$ cat src/rtl/nano6502_io_pkg.sv
// Shared constants for the nano6502 IO page: bank numbers and the register map of the
// interrupt controller bank, used by the address decoder and firmware header generation.
package nano6502_io_pkg;

  localparam logic [15:0] IO_PAGE_BASE = 16'hFE00;
  localparam logic [7:0]  IRQ_BANK     = 8'h09;

  typedef enum logic [2:0] {
    IRQ_STATUS = 3'd0,
    IRQ_MASK   = 3'd1,
    IRQ_MODE   = 3'd2,
    IRQ_RAW    = 3'd3,
    IRQ_VECTOR = 3'd4,
    IRQ_CTRL   = 3'd5,
    IRQ_SWSET  = 3'd6
  } irq_reg_e;

endpackage

$ cat src/rtl/irq_sync_edge.sv
// One interrupt source line: multi-flop synchronizer followed by a history flop
// so the caller can detect a rising edge on the synchronized level.
module irq_sync_edge #(
  parameter int SYNC_STAGES = 2
) (
  input  logic clk_i,
  input  logic rst_n_i,
  input  logic src_i,
  output logic sync_o,
  output logic rise_o
);

  logic [SYNC_STAGES-1:0] chain_q;
  logic                   prev_q;

  // prev always follows sync, independent of the latch mode chosen by the parent
  always_ff @(posedge clk_i or negedge rst_n_i) begin
    if (!rst_n_i) begin
      chain_q <= '0;
      prev_q  <= 1'b0;
    end else begin
      chain_q <= {chain_q[SYNC_STAGES-2:0], src_i};
      prev_q  <= chain_q[SYNC_STAGES-1];
    end
  end

  assign sync_o = chain_q[SYNC_STAGES-1];
  assign rise_o = sync_o & ~prev_q;

endmodule

$ cat src/rtl/irq_controller.sv
// Interrupt controller for IO bank 0x09: per-source level/edge latching, masking,
// lowest-index priority vector and a registered CPU IRQ request.
module irq_controller
  import nano6502_io_pkg::*;
#(
  parameter int NUM_SRC     = 8,
  parameter int SYNC_STAGES = 2
) (
  input  logic               clk_i,
  input  logic               rst_n_i,
  input  logic               R_W_n,
  input  logic [2:0]         reg_addr_i,
  input  logic [2:0]         reg_addr_r_i,
  input  logic [7:0]         data_i,
  input  logic               irq_cs,
  output logic [7:0]         data_o,
  input  logic [NUM_SRC-1:0] irq_src_i,
  output logic               irq_o
);

  localparam logic [7:0] SRC_MASK = 8'((9'd1 << NUM_SRC) - 9'd1);

  logic [NUM_SRC-1:0] sync;
  logic [NUM_SRC-1:0] rise;
  logic [7:0]         sync8;
  logic [7:0]         rise8;

  logic [7:0] pending_q;
  logic [7:0] mask_q;
  logic [7:0] mode_q;
  logic       ctrl_q;

  logic       wr_en;
  logic [7:0] set_vec;
  logic [7:0] clr_vec;
  logic [7:0] pending_d;
  logic [7:0] active;
  logic [2:0] vec_idx;
  logic [7:0] vector;
  logic [7:0] rd_data;

  for (genvar i = 0; i < NUM_SRC; i++) begin : g_src
    irq_sync_edge #(
      .SYNC_STAGES(SYNC_STAGES)
    ) u_sync_edge (
      .clk_i  (clk_i),
      .rst_n_i(rst_n_i),
      .src_i  (irq_src_i[i]),
      .sync_o (sync[i]),
      .rise_o (rise[i])
    );
  end

  assign sync8 = 8'(sync);
  assign rise8 = 8'(rise);
  assign wr_en = irq_cs & ~R_W_n;

  // A hardware or software set in the same cycle as a W1C wins over the clear
  always_comb begin
    set_vec = (mode_q & rise8) | (~mode_q & sync8);
    clr_vec = 8'h00;
    if (wr_en && reg_addr_i == IRQ_SWSET) set_vec = set_vec | data_i;
    if (wr_en && reg_addr_i == IRQ_STATUS) clr_vec = data_i;
    pending_d = ((pending_q & ~clr_vec) | set_vec) & SRC_MASK;
  end

  always_comb begin
    active  = pending_q & mask_q;
    vec_idx = 3'd0;
    for (int i = 7; i >= 0; i--) begin
      if (active[i]) vec_idx = 3'(i);
    end
    vector = (|active) ? {1'b1, 4'b0000, vec_idx} : 8'h00;
  end

  always_comb begin
    case (irq_reg_e'(reg_addr_r_i))
      IRQ_STATUS: rd_data = pending_q;
      IRQ_MASK:   rd_data = mask_q;
      IRQ_MODE:   rd_data = mode_q;
      IRQ_RAW:    rd_data = sync8;
      IRQ_VECTOR: rd_data = vector;
      IRQ_CTRL:   rd_data = {7'b0000000, ctrl_q};
      default:    rd_data = 8'h00;
    endcase
  end

  always_ff @(posedge clk_i or negedge rst_n_i) begin
    if (!rst_n_i) begin
      pending_q <= 8'h00;
      mask_q    <= 8'h00;
      mode_q    <= 8'h00;
      ctrl_q    <= 1'b0;
      data_o    <= 8'h00;
      irq_o     <= 1'b0;
    end else begin
      pending_q <= pending_d;
      if (wr_en) begin
        case (irq_reg_e'(reg_addr_i))
          IRQ_MASK: mask_q <= data_i & SRC_MASK;
          IRQ_MODE: mode_q <= data_i & SRC_MASK;
          IRQ_CTRL: ctrl_q <= data_i[0];
          default:  ;
        endcase
      end
      data_o <= rd_data;
      irq_o  <= ctrl_q & (|active);
    end
  end

endmodule

$ cat config.mk
export PLATFORM = sky130hd
export DESIGN_NAME = irq_controller
export DESIGN_NICKNAME = d
export VERILOG_FILES = /design/src/rtl/nano6502_io_pkg.sv /design/src/rtl/irq_sync_edge.sv /design/src/rtl/irq_controller.sv
export SDC_FILE = /design/constraint.sdc
export NUM_CORES = 1
export LEC_CHECK = 0
export BUFFER_PORTS_ARGS = -buffer_cell sky130_fd_sc_hd__buf_2
export CAP_MARGIN = 5
export CORE_AREA = 2 2 68 70
export DETAILED_ROUTE_END_ITERATION = 8
export DIE_AREA = 0 0 70 72
export GPL_TIMING_DRIVEN = 1
export MAX_ROUTING_LAYER = met4
export PLACE_DENSITY = 0.76
export SYNTH_ARGS = -nofsm -noshare
export SYNTH_HDL_FRONTEND = slang
export SYNTH_SLANG_ARGS = --single-unit
$ cat constraint.sdc
create_clock -name clk_i -period 1.5 [get_ports clk_i]
set_clock_uncertainty 0.2 [all_clocks]
set_input_delay 0.15 -clock clk_i [delete_from_list [all_inputs] [get_ports clk_i]]
set_output_delay 0.15 -clock clk_i [all_outputs]
set_load 0.005 [all_outputs]
After elaboration in Yosys (flattened, before gate mapping). Cells that the tools add are included.

Flip-flop bits (word level): 58. Bits of input ports: 26. Output and inout bits: 9.

Eq/ne operators: 9. Muxes and demuxes: 12. Bitwise gates (word level): 28. Reductions and logical operators: 8.

Operators by type and width (count): 8-bit case mux with 6 select lines (1); 8-bit AND (4); 3-bit 2-to-1 mux (8); 8-bit 2-to-1 mux (3); 8-bit OR (3); 8-bit NOT (2); 3-bit == test (second input constant) (4); 1-bit AND (10); 3-bit by 2-bit == test with 1-bit output (second input constant) (3); 1-bit NOT (9); 8-bit OR reduction (1); 3-bit by 1-bit == test with 1-bit output (second input constant) (2); 3-bit logical NOT (2); 2-bit AND reduction (3); 1-bit logical AND (2).

Logic depth before layout (Yosys ltp).
Word-level depth: 11. Depth in mapped cells: 4. Depth with buffers taken out: 4.

By module. Synthesis repeated with hierarchy kept, for this count alone.

Cell total of the unflattened synthesis: 167. Area, all modules: 2444.8 sq um.

Modules (own cells, without submodules): irq_controller (instances 1, cells each 135, area each 1734.2 sq um); irq_sync_edge (instances 8, cells each 4, area each 88.8 sq um).

Worst setup path before layout. No wires, ideal clock.

Kind: input to register. Start: in R_W_n. End: reg mode_q[0]. Library setup time: 125 ps. Data arrival time: 1004 ps. Setup slack: 171 ps. Cell stages on the path: 4. Path through: nor3b_2 and3_1 buf_2 mux2_2.

Longest elaborated chain between the ends: 3.

Ends and longest elaborated chain: start: declaration (RTL line irq_controller.sv:11) `input logic R_W_n,`; 1-bit NOT (RTL line irq_controller.sv:56) `assign wr_en = irq_cs & ~R_W_n;`; 1-bit AND (RTL line irq_controller.sv:56); 2-bit AND reduction (no line); end signal: assignment (RTL line irq_controller.sv:101) `IRQ_MODE: mode_q <= data_i & SRC_MASK;`; end: declaration (RTL line irq_controller.sv:30) `logic [7:0] mode_q;`.

Every way passes these cells. A chain may end at the register's enable or synchronous reset.

Worst setup path in the final report.
Start: reg mask_q[4]. End: reg data_o[4].

Longest elaborated chain between the ends: 1.

Ends and longest elaborated chain: start: declaration (RTL line irq_controller.sv:29) `logic [7:0] mask_q;`; start signal: assignment (RTL line irq_controller.sv:100) `IRQ_MASK: mask_q <= data_i & SRC_MASK;`; 8-bit case mux with 6 select lines (RTL line irq_controller.sv:77) `case (irq_reg_e'(reg_addr_r_i))`; via rd_data[4] (RTL line irq_controller.sv:40) `logic [7:0] rd_data;`; end signal: assignment (RTL line irq_controller.sv:106) `data_o <= rd_data;`; end: declaration (RTL line irq_controller.sv:16) `output logic [7:0] data_o,`.

The timed path passes the listed nets, and every way through them passes these cells.

==> impl_metrics.py <==
metrics = {
    "sta": {
        "worst_slew_pin_slew_ps": 439.1,
        "setup_viol": 0,
        "rsz0062_at_grt": "false",
        "hold_viol": 0,
        "setup-tns-final_ps": 0,
        "min_period_over_period": 0.9824,
        "slew_headroom": 0.7073,
        "fmax_mhz": 678.6,
        "period_needed_ps": 1474,
        "slew_violations": 0,
    },
    "setup_path": {
        "reg2reg_slack_ps": 30,
        "crit_arrival_ps": 1480,
        "slowest_delay_ps": 460,
        "r2r-start": "mask_q[4]",
        "cp_slowest_cell": "mux4_2",
        "endpoint": "data_o[4]",
        "cp-startpoint": "mask_q[4]",
        "reg2reg_depth": 3,
        "rr_endpoint": "data_o[4]",
        "path_buf_inv": 1,
        "start_kind": "flip-flop",
        "endpoint_kind": "flip-flop",
        "crit_chain": "buf_4, mux4_2, nor2b_1",
        "crit_path_max_fanout": 3,
        "crit_type": "reg2reg",
        "required_ps": 1510,
        "cp.depth": 3,
        "cp_top_family": "multiplexers",
    },
    "run_status": {
        "status": "finished clean",
    },
    "finish": {
        "fillers": 311,
        "design_area_um2": 2974,
        "final_layout_size_suffix_gt1_frac": 0.3922,
        "final_cells": 284,
        "nets": 254,
        "diodes": 0,
        "areaGrowthSynthToFinish_pct": 29.40,
        "fin_util": 0.6975,
    },
    "floorplan": {
        "die_area_um2": 5040,
        "pin_count": 35,
        "die_y_um": 72,
        "rows": 24,
        "core_um2": 4264,
        "start_util": 0.5390,
        "chipWidth_um": 70,
    },
    "cts": {
        "cts_buffer_depth": 2,
        "cts_tree": "yes",
        "root_buffer": "clkbuf_8",
        "clkTransAtPathRegs_ps": 60,
        "numCtsBuffers": 9,
        "clkLatencyLatePin_ps": 330,
        "htreeDepth": 3,
        "clock-sinks": 58,
    },
    "synthesis": {
        "yosys_warnings": 0,
        "seq_area_frac_synth": 0.6315,
        "synthArstFlopShare": 1.000,
        "synth_ff_type": "dfrtp_1",
        "synth_enable_flop_cells": 0,
        "syn_area_um2": 2298,
        "synth_area_leaders": "dfrtp_1 63%, mux2_2 9.3%, mux4_2 6.9%",
        "yosysMostFrequentCell": "dfrtp_1",
        "syn_area_per_cell_um2": 14.55,
        "synth_nets": 184,
        "synthCells": 158,
        "synth-seq-cells": 58,
        "yosysTopAreaCellShare": 0.6315,
        "yosysTopAreaCell": "dfrtp_1",
        "synth_commonest_cells": "58 x dfrtp_1, 19 x mux2_2, 17 x nand2_1, 8 x a21boi_0, 8 x a221o_1",
        "synthDistinctLibCells": 28,
    },
    "pwr": {
        "peakVddDrop_uv": 756.0,
        "leakagePower_nw": 1.353,
        "power_density_nw_per_um2": 1238,
        "power_mw": 3.682,
    },
    "place": {
        "placed_cells": 249,
        "placed_area_um2": 2599,
        "place_congestion": 0.8191,
        "port_buffers": 34,
        "dp_hpwl_mm": 3.183,
    },
    "run": {
        "drv_cap": 0,
    },
    "global_route": {
        "grt_usage": 0.2183,
        "grt_pass1_wl_mm": 8.079,
        "grt_pass1_vias": 1716,
        "grt.overflow.total": 0,
        "grt_max_degree": 59,
        "antenna_found_initial": 0,
    },
    "detailed_routing": {
        "vias": 1597,
        "drt_wl_total_mm": 4.783,
        "antenna_left": 0,
        "drtPass1Iterations": 4,
        "vias_per_cell": 5.623,
        "drt-wirelength-per-cell_um": 16.84,
        "drt_iter0_drc": 118,
        "drc": 0,
    },
    "min_path": {
        "hp-class": "in2reg",
    },
}
## where the power goes
part           internal [mW]  switching [mW]  total, mW
sequential              1.74           0.132       1.87
clock                  0.671           0.560       1.23
combinational          0.340           0.237      0.577
total                   2.75           0.929       3.68
## per-stage QoR
stage          worst slack [ps]  hold WS [ps]
4_1_cts                   23.18         123.8
3_5_place_dp             -78.35        -27.56
6_report                  26.41         133.1
2_1_floorplan             170.9        -345.6
5_1_grt                   8.430         140.2
3_3_place_gp             -8.112        -33.08
## routing by layer
metal	global-route usage	share of wire
met5	-	0
met4	0.07906	0.0040
met3	0.06944	0.043
met2	0.3534	0.53
met1	0.2613	0.43
## logic make-up after synthesis
group / synth area share
flops: 0.6315
buf+inv: 0.01633
simple gates: 0.08492
mux: 0.1617
compound gates: 0.1056
## cells in the final DEF (no fill, tap or decap), drive strengths merged, types with 4 or more instances in the layout
master,netlist,layout
buf,3,46
a221o,8,8
mux4,7,7
inv,4,4
dlygate4sd3,0,18
nand2,17,17
clkbuf,2,12
nor2b,4,4
a21boi,8,8
dfrtp,58,58
a22oi,5,5
mux2,19,19
## final cells by class
type                       count  area (um^2)  share of cell area
inverter                       4        15.01            0.005048
clock buffer                  12        155.1             0.05217
timing repair buffer          64        452.9              0.1523
sequential                    58         1451              0.4880
multi-input combinational     91        819.5              0.2756
tap                           52        65.06             0.02188
clock inverter                 3        15.01            0.005048
## how the worst min path moves through the flow
stage	from	end	slack (ps)	cells past startpoint
global route	reg_addr_i[2]	ctrl_q	140	4
detailed placement	rst_n_i	mode_q[7]	-30	2
finish	reg_addr_i[2]	ctrl_q	130	4
global placement	rst_n_i	g_src[6].u_sync_edge.chain_q[0]	-30	2
floorplan	rst_n_i	ctrl_q	-350	0
CTS	reg_addr_i[2]	ctrl_q	120	4
## registers in the layout, summed over array words and instances, names as in the netlist
name / cells
data_o: 8
g_src.u_sync_edge.chain_q: 16
ctrl_q: 1
pending_q: 8
mask_q: 8
irq_o: 1
mode_q: 8
g_src.u_sync_edge.prev_q: 8
## what timing repair did
action,CTS,global route
gates resized for setup,0,2
setup buffers,0,2
hold buffers,18,0
endpoints found under the hold margin,95,0
endpoints found under the setup margin,0,3
## worst register-to-register path, stage by stage (launching register included)
cell and delay [ps]:
dfrtp_1 400, buf_4 150, mux4_2 460, nor2b_1 150
No activity file was read; power rests on OpenSTA's default activity.
